`src/rtl/jtag_pkg.sv`:
```
// Shared TAP definitions: state encoding, opcode map and IR capture pattern.
package jtag_pkg;

  typedef enum logic [3:0] {
    TAP_EX2DR = 4'h0,
    TAP_EX1DR = 4'h1,
    TAP_SHDR  = 4'h2,
    TAP_PAUDR = 4'h3,
    TAP_SELIR = 4'h4,
    TAP_UPDDR = 4'h5,
    TAP_CAPDR = 4'h6,
    TAP_SELDR = 4'h7,
    TAP_EX2IR = 4'h8,
    TAP_EX1IR = 4'h9,
    TAP_SHIR  = 4'hA,
    TAP_PAUIR = 4'hB,
    TAP_RTI   = 4'hC,
    TAP_UPDIR = 4'hD,
    TAP_CAPIR = 4'hE,
    TAP_TLR   = 4'hF
  } tap_state_e;

  typedef enum logic [1:0] {
    DR_BYPASS = 2'd0,
    DR_ID     = 2'd1,
    DR_BSR    = 2'd2,
    DR_USR    = 2'd3
  } dr_sel_e;

  localparam int unsigned OP_IDCODE  = 32'd1;
  localparam int unsigned OP_SAMPLE  = 32'd2;
  localparam int unsigned OP_PRELOAD = 32'd3;
  localparam int unsigned OP_INTEST  = 32'd4;
  localparam int unsigned OP_EXTEST  = 32'd5;
  localparam int unsigned USER_BASE  = 32'd8;

  // Low two bits loaded into the IR on Capture-IR; upper bits are zero.
  localparam logic [1:0] IR_CAPTURE_LSBS = 2'b01;

  function automatic int unsigned bypass_opcode(input int unsigned ir_w);
    return (32'd1 << ir_w) - 32'd1;
  endfunction

endpackage

```
`src/rtl/jtag_tap_param_if.sv`:
```
// Board-side JTAG serial pins of the TAP.
interface jtag_tap_param_if;
  logic tms;
  logic tdi;
  logic tdo;
  logic tdo_en;

  modport master (output tms, output tdi, input tdo, input tdo_en);
  modport slave  (input tms, input tdi, output tdo, output tdo_en);
endinterface

```
`src/rtl/jtag_tap_fsm.sv`:
```
// IEEE 1149.1 TAP state machine with decoded per-state strobes.
module jtag_tap_fsm
  import jtag_pkg::*;
(
  input  logic       tck,
  input  logic       rst_n,
  input  logic       tms,
  output tap_state_e state,
  output logic       capture_ir,
  output logic       shift_ir,
  output logic       update_ir,
  output logic       capture_dr,
  output logic       shift_dr,
  output logic       update_dr,
  output logic       tlr
);

  tap_state_e state_r;
  tap_state_e next_s;

  // State register.
  always_ff @(posedge tck or negedge rst_n) begin
    if (!rst_n) begin
      state_r <= TAP_TLR;
    end else begin
      state_r <= next_s;
    end
  end

  // Next-state logic; five tms=1 cycles reach TLR from any state.
  always_comb begin
    next_s = state_r;
    case (state_r)
      TAP_TLR:   next_s = tms ? TAP_TLR   : TAP_RTI;
      TAP_RTI:   next_s = tms ? TAP_SELDR : TAP_RTI;
      TAP_SELDR: next_s = tms ? TAP_SELIR : TAP_CAPDR;
      TAP_CAPDR: next_s = tms ? TAP_EX1DR : TAP_SHDR;
      TAP_SHDR:  next_s = tms ? TAP_EX1DR : TAP_SHDR;
      TAP_EX1DR: next_s = tms ? TAP_UPDDR : TAP_PAUDR;
      TAP_PAUDR: next_s = tms ? TAP_EX2DR : TAP_PAUDR;
      TAP_EX2DR: next_s = tms ? TAP_UPDDR : TAP_SHDR;
      TAP_UPDDR: next_s = tms ? TAP_SELDR : TAP_RTI;
      TAP_SELIR: next_s = tms ? TAP_TLR   : TAP_CAPIR;
      TAP_CAPIR: next_s = tms ? TAP_EX1IR : TAP_SHIR;
      TAP_SHIR:  next_s = tms ? TAP_EX1IR : TAP_SHIR;
      TAP_EX1IR: next_s = tms ? TAP_UPDIR : TAP_PAUIR;
      TAP_PAUIR: next_s = tms ? TAP_EX2IR : TAP_PAUIR;
      TAP_EX2IR: next_s = tms ? TAP_UPDIR : TAP_SHIR;
      TAP_UPDIR: next_s = tms ? TAP_SELDR : TAP_RTI;
      default:   next_s = TAP_TLR;
    endcase
  end

  // State-decoded strobes.
  always_comb begin
    capture_ir = (state_r == TAP_CAPIR);
    shift_ir   = (state_r == TAP_SHIR);
    update_ir  = (state_r == TAP_UPDIR);
    capture_dr = (state_r == TAP_CAPDR);
    shift_dr   = (state_r == TAP_SHDR);
    update_dr  = (state_r == TAP_UPDDR);
    tlr        = (state_r == TAP_TLR);
  end

  assign state = state_r;

endmodule

```
`src/rtl/jtag_tap_param.sv`:
```
// Parametrised JTAG TAP: IR, BYPASS, IDCODE, boundary scan and N_USR user DR channels.
module jtag_tap_param
  import jtag_pkg::*;
#(
  parameter int unsigned IR_W   = 5,
  parameter logic [31:0] IDCODE = 32'hdeadbeef,
  parameter int unsigned BSR_W  = 7,
  parameter int unsigned N_USR  = 2,
  parameter int unsigned USR_W  = 8
) (
  input  logic                     tck,
  input  logic                     rst_n,
  jtag_tap_param_if.slave          jtag,
  input  logic [BSR_W-1:0]         bsr_pins_in,
  output logic [BSR_W-1:0]         bsr_out,
  output logic                     bsr_drive,
  input  logic [N_USR*USR_W-1:0]   usr_capture_data,
  output logic [USR_W-1:0]         usr_update_data,
  output logic [N_USR-1:0]         usr_update_vld,
  output logic [N_USR-1:0]         usr_capture_vld,
  output logic [3:0]               state_o
);

  localparam logic [IR_W-1:0] IR_CAPTURE = IR_W'(IR_CAPTURE_LSBS);
  localparam logic [IR_W-1:0] IR_RESET   = IR_W'(OP_IDCODE);

  tap_state_e state_s;
  logic capture_ir_s, shift_ir_s, update_ir_s;
  logic capture_dr_s, shift_dr_s, update_dr_s, tlr_s;

  logic [IR_W-1:0]  ir_shift_r;
  logic [IR_W-1:0]  ir_active_r;
  logic             bypass_r;
  logic [31:0]      id_r;
  logic [BSR_W-1:0] bsr_shift_r;
  logic [BSR_W-1:0] bsr_out_r;
  logic [USR_W-1:0] usr_shift_r [N_USR];
  logic [USR_W-1:0] usr_upd_data_r;
  logic [N_USR-1:0] usr_upd_vld_r;
  logic [N_USR-1:0] usr_cap_vld_s;
  logic             tdo_r;
  logic             tdo_en_r;
  logic             bsr_drive_r;
  logic             tdo_bit_s;
  dr_sel_e          dr_sel_s;
  int unsigned      usr_idx_s;

  function automatic dr_sel_e decode_dr(input logic [IR_W-1:0] op);
    int unsigned v;
    v = 32'(op);
    if (v == bypass_opcode(IR_W))                          return DR_BYPASS;
    else if (v == OP_IDCODE)                               return DR_ID;
    else if (v >= OP_SAMPLE && v <= OP_EXTEST)             return DR_BSR;
    else if (v >= USER_BASE && v < USER_BASE + N_USR)      return DR_USR;
    else                                                   return DR_BYPASS;
  endfunction

  function automatic logic is_drive_op(input logic [IR_W-1:0] op);
    int unsigned v;
    v = 32'(op);
    return (v != bypass_opcode(IR_W)) && (v == OP_INTEST || v == OP_EXTEST);
  endfunction

  jtag_tap_fsm u_fsm (
    .tck        (tck),
    .rst_n      (rst_n),
    .tms        (jtag.tms),
    .state      (state_s),
    .capture_ir (capture_ir_s),
    .shift_ir   (shift_ir_s),
    .update_ir  (update_ir_s),
    .capture_dr (capture_dr_s),
    .shift_dr   (shift_dr_s),
    .update_dr  (update_dr_s),
    .tlr        (tlr_s)
  );

  // Instruction decode and capture-valid strobes.
  always_comb begin
    dr_sel_s      = decode_dr(ir_active_r);
    usr_idx_s     = 32'(ir_active_r) - USER_BASE;
    usr_cap_vld_s = {N_USR{1'b0}};
    for (int unsigned k = 0; k < N_USR; k++) begin
      if (capture_dr_s && dr_sel_s == DR_USR && usr_idx_s == k) begin
        usr_cap_vld_s[k] = 1'b1;
      end else begin
        usr_cap_vld_s[k] = 1'b0;
      end
    end
  end

  // Serial output mux: LSB of the register currently in the scan path.
  always_comb begin
    tdo_bit_s = 1'b0;
    if (shift_ir_s) begin
      tdo_bit_s = ir_shift_r[0];
    end else begin
      case (dr_sel_s)
        DR_ID:  tdo_bit_s = id_r[0];
        DR_BSR: tdo_bit_s = bsr_shift_r[0];
        DR_USR: begin
          for (int unsigned k = 0; k < N_USR; k++) begin
            if (usr_idx_s == k) begin
              tdo_bit_s = usr_shift_r[k][0];
            end else begin
              tdo_bit_s = tdo_bit_s;
            end
          end
        end
        default: tdo_bit_s = bypass_r;
      endcase
    end
  end

  // Capture/shift of IR and the selected DR; TLR deliberately leaves these alone.
  always_ff @(posedge tck or negedge rst_n) begin
    if (!rst_n) begin
      ir_shift_r  <= {IR_W{1'b0}};
      bypass_r    <= 1'b0;
      id_r        <= IDCODE;
      bsr_shift_r <= {BSR_W{1'b0}};
      for (int unsigned k = 0; k < N_USR; k++) begin
        usr_shift_r[k] <= {USR_W{1'b0}};
      end
    end else begin
      if (capture_ir_s) begin
        ir_shift_r <= IR_CAPTURE;
      end else if (shift_ir_s) begin
        ir_shift_r <= {jtag.tdi, ir_shift_r[IR_W-1:1]};
      end
      if (capture_dr_s) begin
        case (dr_sel_s)
          DR_ID:  id_r        <= IDCODE;
          DR_BSR: bsr_shift_r <= is_drive_op(ir_active_r) && (32'(ir_active_r) == OP_INTEST)
                                 ? bsr_out_r : bsr_pins_in;
          DR_USR: begin
            for (int unsigned k = 0; k < N_USR; k++) begin
              if (usr_idx_s == k) usr_shift_r[k] <= usr_capture_data[k*USR_W +: USR_W];
            end
          end
          default: bypass_r <= 1'b0;
        endcase
      end else if (shift_dr_s) begin
        case (dr_sel_s)
          DR_ID:  id_r        <= {jtag.tdi, id_r[31:1]};
          DR_BSR: bsr_shift_r <= {jtag.tdi, bsr_shift_r[BSR_W-1:1]};
          DR_USR: begin
            for (int unsigned k = 0; k < N_USR; k++) begin
              if (usr_idx_s == k) usr_shift_r[k] <= {jtag.tdi, usr_shift_r[k][USR_W-1:1]};
            end
          end
          default: bypass_r <= jtag.tdi;
        endcase
      end
    end
  end

  // Negedge side: tdo, instruction/update registers and update pulses.
  always_ff @(negedge tck or negedge rst_n) begin
    if (!rst_n) begin
      ir_active_r    <= IR_RESET;
      tdo_r          <= 1'b0;
      tdo_en_r       <= 1'b0;
      bsr_out_r      <= {BSR_W{1'b0}};
      bsr_drive_r    <= 1'b0;
      usr_upd_data_r <= {USR_W{1'b0}};
      usr_upd_vld_r  <= {N_USR{1'b0}};
    end else if (tlr_s) begin
      ir_active_r    <= IR_RESET;
      tdo_r          <= 1'b0;
      tdo_en_r       <= 1'b0;
      bsr_out_r      <= {BSR_W{1'b0}};
      bsr_drive_r    <= 1'b0;
      usr_upd_data_r <= {USR_W{1'b0}};
      usr_upd_vld_r  <= {N_USR{1'b0}};
    end else begin
      tdo_en_r      <= shift_ir_s | shift_dr_s;
      usr_upd_vld_r <= {N_USR{1'b0}};
      if (shift_ir_s || shift_dr_s) tdo_r <= tdo_bit_s;
      if (update_ir_s) begin
        ir_active_r <= ir_shift_r;
        bsr_drive_r <= is_drive_op(ir_shift_r);
      end
      if (update_dr_s) begin
        case (dr_sel_s)
          DR_BSR: bsr_out_r <= bsr_shift_r;
          DR_USR: begin
            for (int unsigned k = 0; k < N_USR; k++) begin
              if (usr_idx_s == k) begin
                usr_upd_data_r   <= usr_shift_r[k];
                usr_upd_vld_r[k] <= 1'b1;
              end
            end
          end
          default: ;
        endcase
      end
    end
  end

  assign jtag.tdo        = tdo_r;
  assign jtag.tdo_en     = tdo_en_r;
  assign bsr_out         = bsr_out_r;
  assign bsr_drive       = bsr_drive_r;
  assign usr_update_data = usr_upd_data_r;
  assign usr_update_vld  = usr_upd_vld_r;
  assign usr_capture_vld = usr_cap_vld_s;
  assign state_o         = state_s;

endmodule
```
`src/flat_wrapper.sv`:
```
// flat-port wrapper written by rule: the top's interface ports become plain ports
module jtag_tap_param_flat import jtag_pkg::*;
#(
  parameter int unsigned IR_W   = 5,
  parameter logic [31:0] IDCODE = 32'hdeadbeef,
  parameter int unsigned BSR_W  = 7,
  parameter int unsigned N_USR  = 2,
  parameter int unsigned USR_W  = 8
)
  (tck, rst_n, bsr_pins_in, bsr_out, bsr_drive, usr_capture_data, usr_update_data, usr_update_vld, usr_capture_vld, state_o, jtag_tms, jtag_tdi, jtag_tdo, jtag_tdo_en);
  jtag_tap_param_if jtag_i ();
  input  logic tck;
  input  logic rst_n;
  input  logic [BSR_W-1:0] bsr_pins_in;
  output logic [BSR_W-1:0] bsr_out;
  output logic bsr_drive;
  input  logic [N_USR*USR_W-1:0] usr_capture_data;
  output logic [USR_W-1:0] usr_update_data;
  output logic [N_USR-1:0] usr_update_vld;
  output logic [N_USR-1:0] usr_capture_vld;
  output logic [3:0] state_o;
  input wire logic [$bits(jtag_i.tms)-1:0] jtag_tms;
  input wire logic [$bits(jtag_i.tdi)-1:0] jtag_tdi;
  output wire logic [$bits(jtag_i.tdo)-1:0] jtag_tdo;
  output wire logic [$bits(jtag_i.tdo_en)-1:0] jtag_tdo_en;
  assign jtag_i.tms = jtag_tms;
  assign jtag_i.tdi = jtag_tdi;
  assign jtag_tdo = jtag_i.tdo;
  assign jtag_tdo_en = jtag_i.tdo_en;
  jtag_tap_param #(.IR_W(IR_W), .IDCODE(IDCODE), .BSR_W(BSR_W), .N_USR(N_USR), .USR_W(USR_W)) u_core (.tck(tck), .rst_n(rst_n), .jtag(jtag_i), .bsr_pins_in(bsr_pins_in), .bsr_out(bsr_out), .bsr_drive(bsr_drive), .usr_capture_data(usr_capture_data), .usr_update_data(usr_update_data), .usr_update_vld(usr_update_vld), .usr_capture_vld(usr_capture_vld), .state_o(state_o));
endmodule
```
`config.mk`:
```
export PLATFORM = sky130hd
export DESIGN_NAME = jtag_tap_param_flat
export DESIGN_NICKNAME = d
export VERILOG_FILES = /design/src/rtl/jtag_pkg.sv /design/src/rtl/jtag_tap_param_if.sv /design/src/rtl/jtag_tap_fsm.sv /design/src/rtl/jtag_tap_param.sv /design/src/flat_wrapper.sv
export SDC_FILE = /design/constraint.sdc
export NUM_CORES = 1
export LEC_CHECK = 0
export BUFFER_PORTS_ARGS = -buffer_cell sky130_fd_sc_hd__clkbuf_2
export CAP_MARGIN = 0
export CORE_MARGIN = 2
export CORE_UTILIZATION = 27
export DETAILED_ROUTE_END_ITERATION = 8
export PLACE_DENSITY = 0.52
export SLEW_MARGIN = 20
export SYNTH_ARGS = -nofsm -noshare
export SYNTH_HDL_FRONTEND = slang
export SYNTH_SLANG_ARGS = --single-unit
```
`constraint.sdc`:
```
create_clock -name tck -period 2.3 [get_ports tck]
set_input_delay 0.46 -clock tck [delete_from_list [all_inputs] [get_ports tck]]
set_output_delay 0.46 -clock tck [all_outputs]
set_load 0.02 [all_outputs]
```
# == After elaboration in Yosys (flattened, before gate mapping) ==
# Cells that the tools add are included.
# classes
n_addsub,1
multipliers,0
div,0
magnitude_cmp,4
eq_ne,39
shift,0
mux,66
n_bitwise,1
reduce_logical,32
# op_table
op,n
32-bit two-way mux,4
8-bit two-way mux,9
16-bit two-way mux,4
7-bit two-way mux,8
4-bit case mux with 12 select lines,1
32-bit by 1-bit equality test with 1-bit output (second input constant),1
4-bit equality test (second input constant),8
32-bit zero test,1
2-bit two-way mux,13
2-bit inequality test (second input constant),12
5-bit by 3-bit equality test with 1-bit output (second input constant),4
5-bit two-way mux,4
1-bit two-way mux,17
4-bit by 3-bit equality test with 1-bit output (second input constant),4
2-bit nonzero test,7
3-bit two-way mux,4
3-bit AND reduction,4
5-bit inequality test (second input constant),2
5-bit AND reduction,2
4-bit by 2-bit equality test with 1-bit output (second input constant),2
1-bit logical AND,8
3-bit OR reduction,2
5-bit by 4-bit subtractor with 6-bit output (second input constant),1
5-bit by 1-bit equality test with 1-bit output (second input constant),1
16 further kinds,20
# word_totals
ff_bits,90
latchBits,0
mem_bits_rw,0
rom_bits,0
inputBits,27
out_inout_bits,26
elab_cells,157
memories,0

# == Longest topological paths before layout ==
# depth
ltp_word,11
ltp_mapped,9

# == Cells and area by module ==
# From an unflattened synthesis, not the netlist that was laid out.
# unflattened
cells_unflattened,450
area_unflattened_um2,4354.2
# modules_own_cells
module,n_inst,cells_each,area_per_inst_um2,seq_area_each_um2
jtag_tap_param,1,419,4093.9,2183.3
jtag_tap_fsm,1,31,260.2,105.1

==> impl_metrics.ini <==
[power_and_ir_drop]
leakage_nw = 3.063
vdd_drop_max_uv = 752.1
pwr_density_cell_mw_per_mm2 = 1114
finalPower_mw = 7.408

[drt]
vias = 3727
via_per_inst = 4.601
wirelength_um = 11890
final_antenna_net_count = 0
drt-initial-drc-count = 191
firstDrtPassIters = 4
drc = 0
wire_per_inst_um = 14.68

[timing]
finalMaxSlewViolations = 0
finalHoldViolCount = 0
setup_viol_count_final = 102
slew_headroom_pct = 68.27
layout_setup_ws_ps = -1106
grt_setup_unrepaired = true
worst_pin_slew_ps = 476.0
clock_skew_ps = 57.07
hold_ws_ps = 91.06

[yosys]
syn_area_per_cell_um2 = 9.500
synth_top_cell_area_share_pct = 21.56
synth_edf_count = 0
netlist_top_cells_area = dfrtp_1 22%, dfstp_2 18%, dfrtn_1 14%
yosysMostFrequentCell = nand2_1
netlist_area_mm2 = 0.004294
seq_area_frac_synth_pct = 53.29
synth-main-ff-cell = dfrtp_1
synth-async-reset-ratio_pct = 100.0
synthCells = 452
synth_top_cell_by_area = dfrtp_1
synth_common_cells = 88 x nand2_1, 64 x nor2_1, 53 x o21ai_0, 37 x dfrtp_1, 29 x dfstp_2
yosys_register_bits = 90
syn-num-nets = 481
synth_cell_types = 52
synth_warnings = 0

[final_layout]
fillers = 1506
multi_input_area_mm2 = 0.002193
final_cells = 810
seq_area_mm2 = 0.002288
final_layout_size_suffix_gt1_share_pct = 47.14
area_delta_synth_final_pct = 54.81
n_antenna_cell = 0
design_area_mm2 = 0.006648
nets = 618
final_util_pct = 42.31

[die]
dieArea_mm2 = 0.01693
die_y_um = 130.1
start_util_pct = 27.33
coreArea_mm2 = 0.01571
die_x_um = 130.1
io_pins = 53
std_cell_rows = 46

[critical_path]
cp_common_cell = nor2_2
cp_slowest_stage_delay_ps = 380
crit-reg2reg-launch = u_core.ir_active_r[3]
cp-startpoint = u_core.ir_active_r[3]
path_class = reg -> out
endpoint = usr_capture_vld[1]
crit_arrival_ps = 2950
cp_slowest_cell = dfrtn_1
critical_path.max_fanout = 4
required_ps = 1840
reg2reg_slack_ps = -1000
worstReg2RegEnd = u_core.usr_shift_r[1]
worst-r2r-cell-count = 12
startpoint_type = register
worstPathCellList = buf_4, or3_4, a21boi_2, nor2_2, nand3_4, nor2_2, clkbuf_8
crit_path_end_kind = output pin

[grt]
grt_pass1_vias = 3712
grt_pass1_wl_um = 18330
antenna_found_initial = 0
grt_util_all_layers_pct = 13.77
grt_start_max_net_pins = 37
grt-ovfl-total = 0

[clocking]
path_clk_slew_ps = 60
cts.sinks = 90
hold_buffers = 0
htree_levels = 3
cts_tree = done
max-clock-path-buffers = 2
root_buffer = clkbuf_16
clk-insertion-delay-late_ps = 390
cts_made_buffers = 9

[place]
hpwl_um = 7185
portBuffers = 52
dpl_cell_area_mm2 = 0.005279
globalplace.congestion = 0.7752
dp.cells = 748

[run_status]
failed_checks = negative setup slack
outcome = finished, violations left

[hold_path]
hp-class = in -> async

[flow_run]
cap_violations = 0
[repair_timing]
action / CTS / global route
setup endpoints to repair: 103 / 103
gates cloned: 4 / 7
gates resized for setup: 106 / 47
pin swaps: 6 / 13
setup buffers: 31 / 10
[cells by family (layout without fill, tap and decap cells)]
group,Yosys count,in the layout,synth area share (%)
multiplexers,31,31,7.488
buffers and inverters,32,174,3.467
AO/OA/AOI/OAI,94,94,13.37
flip-flops,90,90,53.29
adder cells (fa/ha/maj),2,2,0.5827
AND/OR/NAND/NOR,203,203,21.80
[placed cells by master, fill, tap and decap left out, drive strengths merged, types with 4 or more instances in the layout]
| master | count |
|---|---|
| bufinv | 4 |
| nor2 | 66 |
| a21oi | 8 |
| a211oi | 8 |
| o21ai | 54 |
| clkbuf | 65 |
| dfrtp | 37 |
| dfrtn | 24 |
| nand2 | 90 |
| a31oi | 14 |
| nor2b | 4 |
| nand2b | 17 |
| buf | 98 |
| inv | 6 |
| mux2i | 22 |
| mux2 | 9 |
| dfstp | 29 |
| nand3 | 9 |
[routing by layer]
layer  up-vias  routed length (µm)  global-route usage, %
met2        57                6149                  23.44
met4         0                 135                  3.542
met3        10                 462                  4.059
li1       1816                   -                      -
met1      1844                5143                  17.16
met5         -                   0                      0
[registers in the layout, summed over array words and instances (netlist names)]
signal and cells:
u_core.bsr_drive 1, u_core.bsr_out 7, u_core.bypass_r 1, u_core.u_fsm.state 4, u_core.bsr_shift_r 7, u_core.usr_shift_r 16
u_core.id_r 32, u_core.ir_shift_r 5, u_core.ir_active_r 5, u_core.jtag.tdo_en 1, u_core.jtag.tdo 1, u_core.usr_update_data 8
u_core.usr_update_vld 2
[metrics by stage]
step	setup TNS (ps)	setup WS [ps]
after global placement	-40070	-917.6
after detailed placement	-41940	-952.0
after CTS	-51530	-1149
final	-55580	-1106
after floorplan	-43510	-833.5
after global routing	-63570	-1236
[worst max-delay path, delay by kind of cell (launching register included)]
kind | cells | cell delay (ps)
and+or+nand+nor | 4 | 590
DFF | 1 | 380
buffers and inverters | 2 | 310
AOI/OAI and AO/OA | 1 | 180
[power breakdown]
| part | switching (mW) | internal (mW) | leakage (nW) |
|---|---|---|---|
| combinational | 1.62 | 1.56 | 1.81 |
| clock | 0.637 | 1.21 | 0.185 |
| sequential | 0.253 | 2.14 | 1.06 |
[how the worst min path moves through the flow]
stage,slack (ps),startpoint,cells after the start,endpoint
floorplan,160,rst_n,0,u_core.bsr_shift_r[0]
global placement,450,u_core.bsr_drive,2,u_core.bsr_drive
detailed placement,450,u_core.bsr_drive,2,u_core.bsr_drive
CTS,90,rst_n,2,u_core.usr_shift_r[2]
global route,100,rst_n,2,u_core.usr_shift_r[2]
finish,90,rst_n,2,u_core.usr_shift_r[9]
[cell type report]
class | count | area share [%]
clock buffers | 10 | 3.595
flip-flops and latches | 90 | 34.42
multi-input cells | 330 | 32.99
clock inverters | 7 | 2.108
well taps | 216 | 4.065
repair buffers | 153 | 22.59
inverters | 4 | 0.2259
Note: power is estimated with default switching activity, not from simulation.
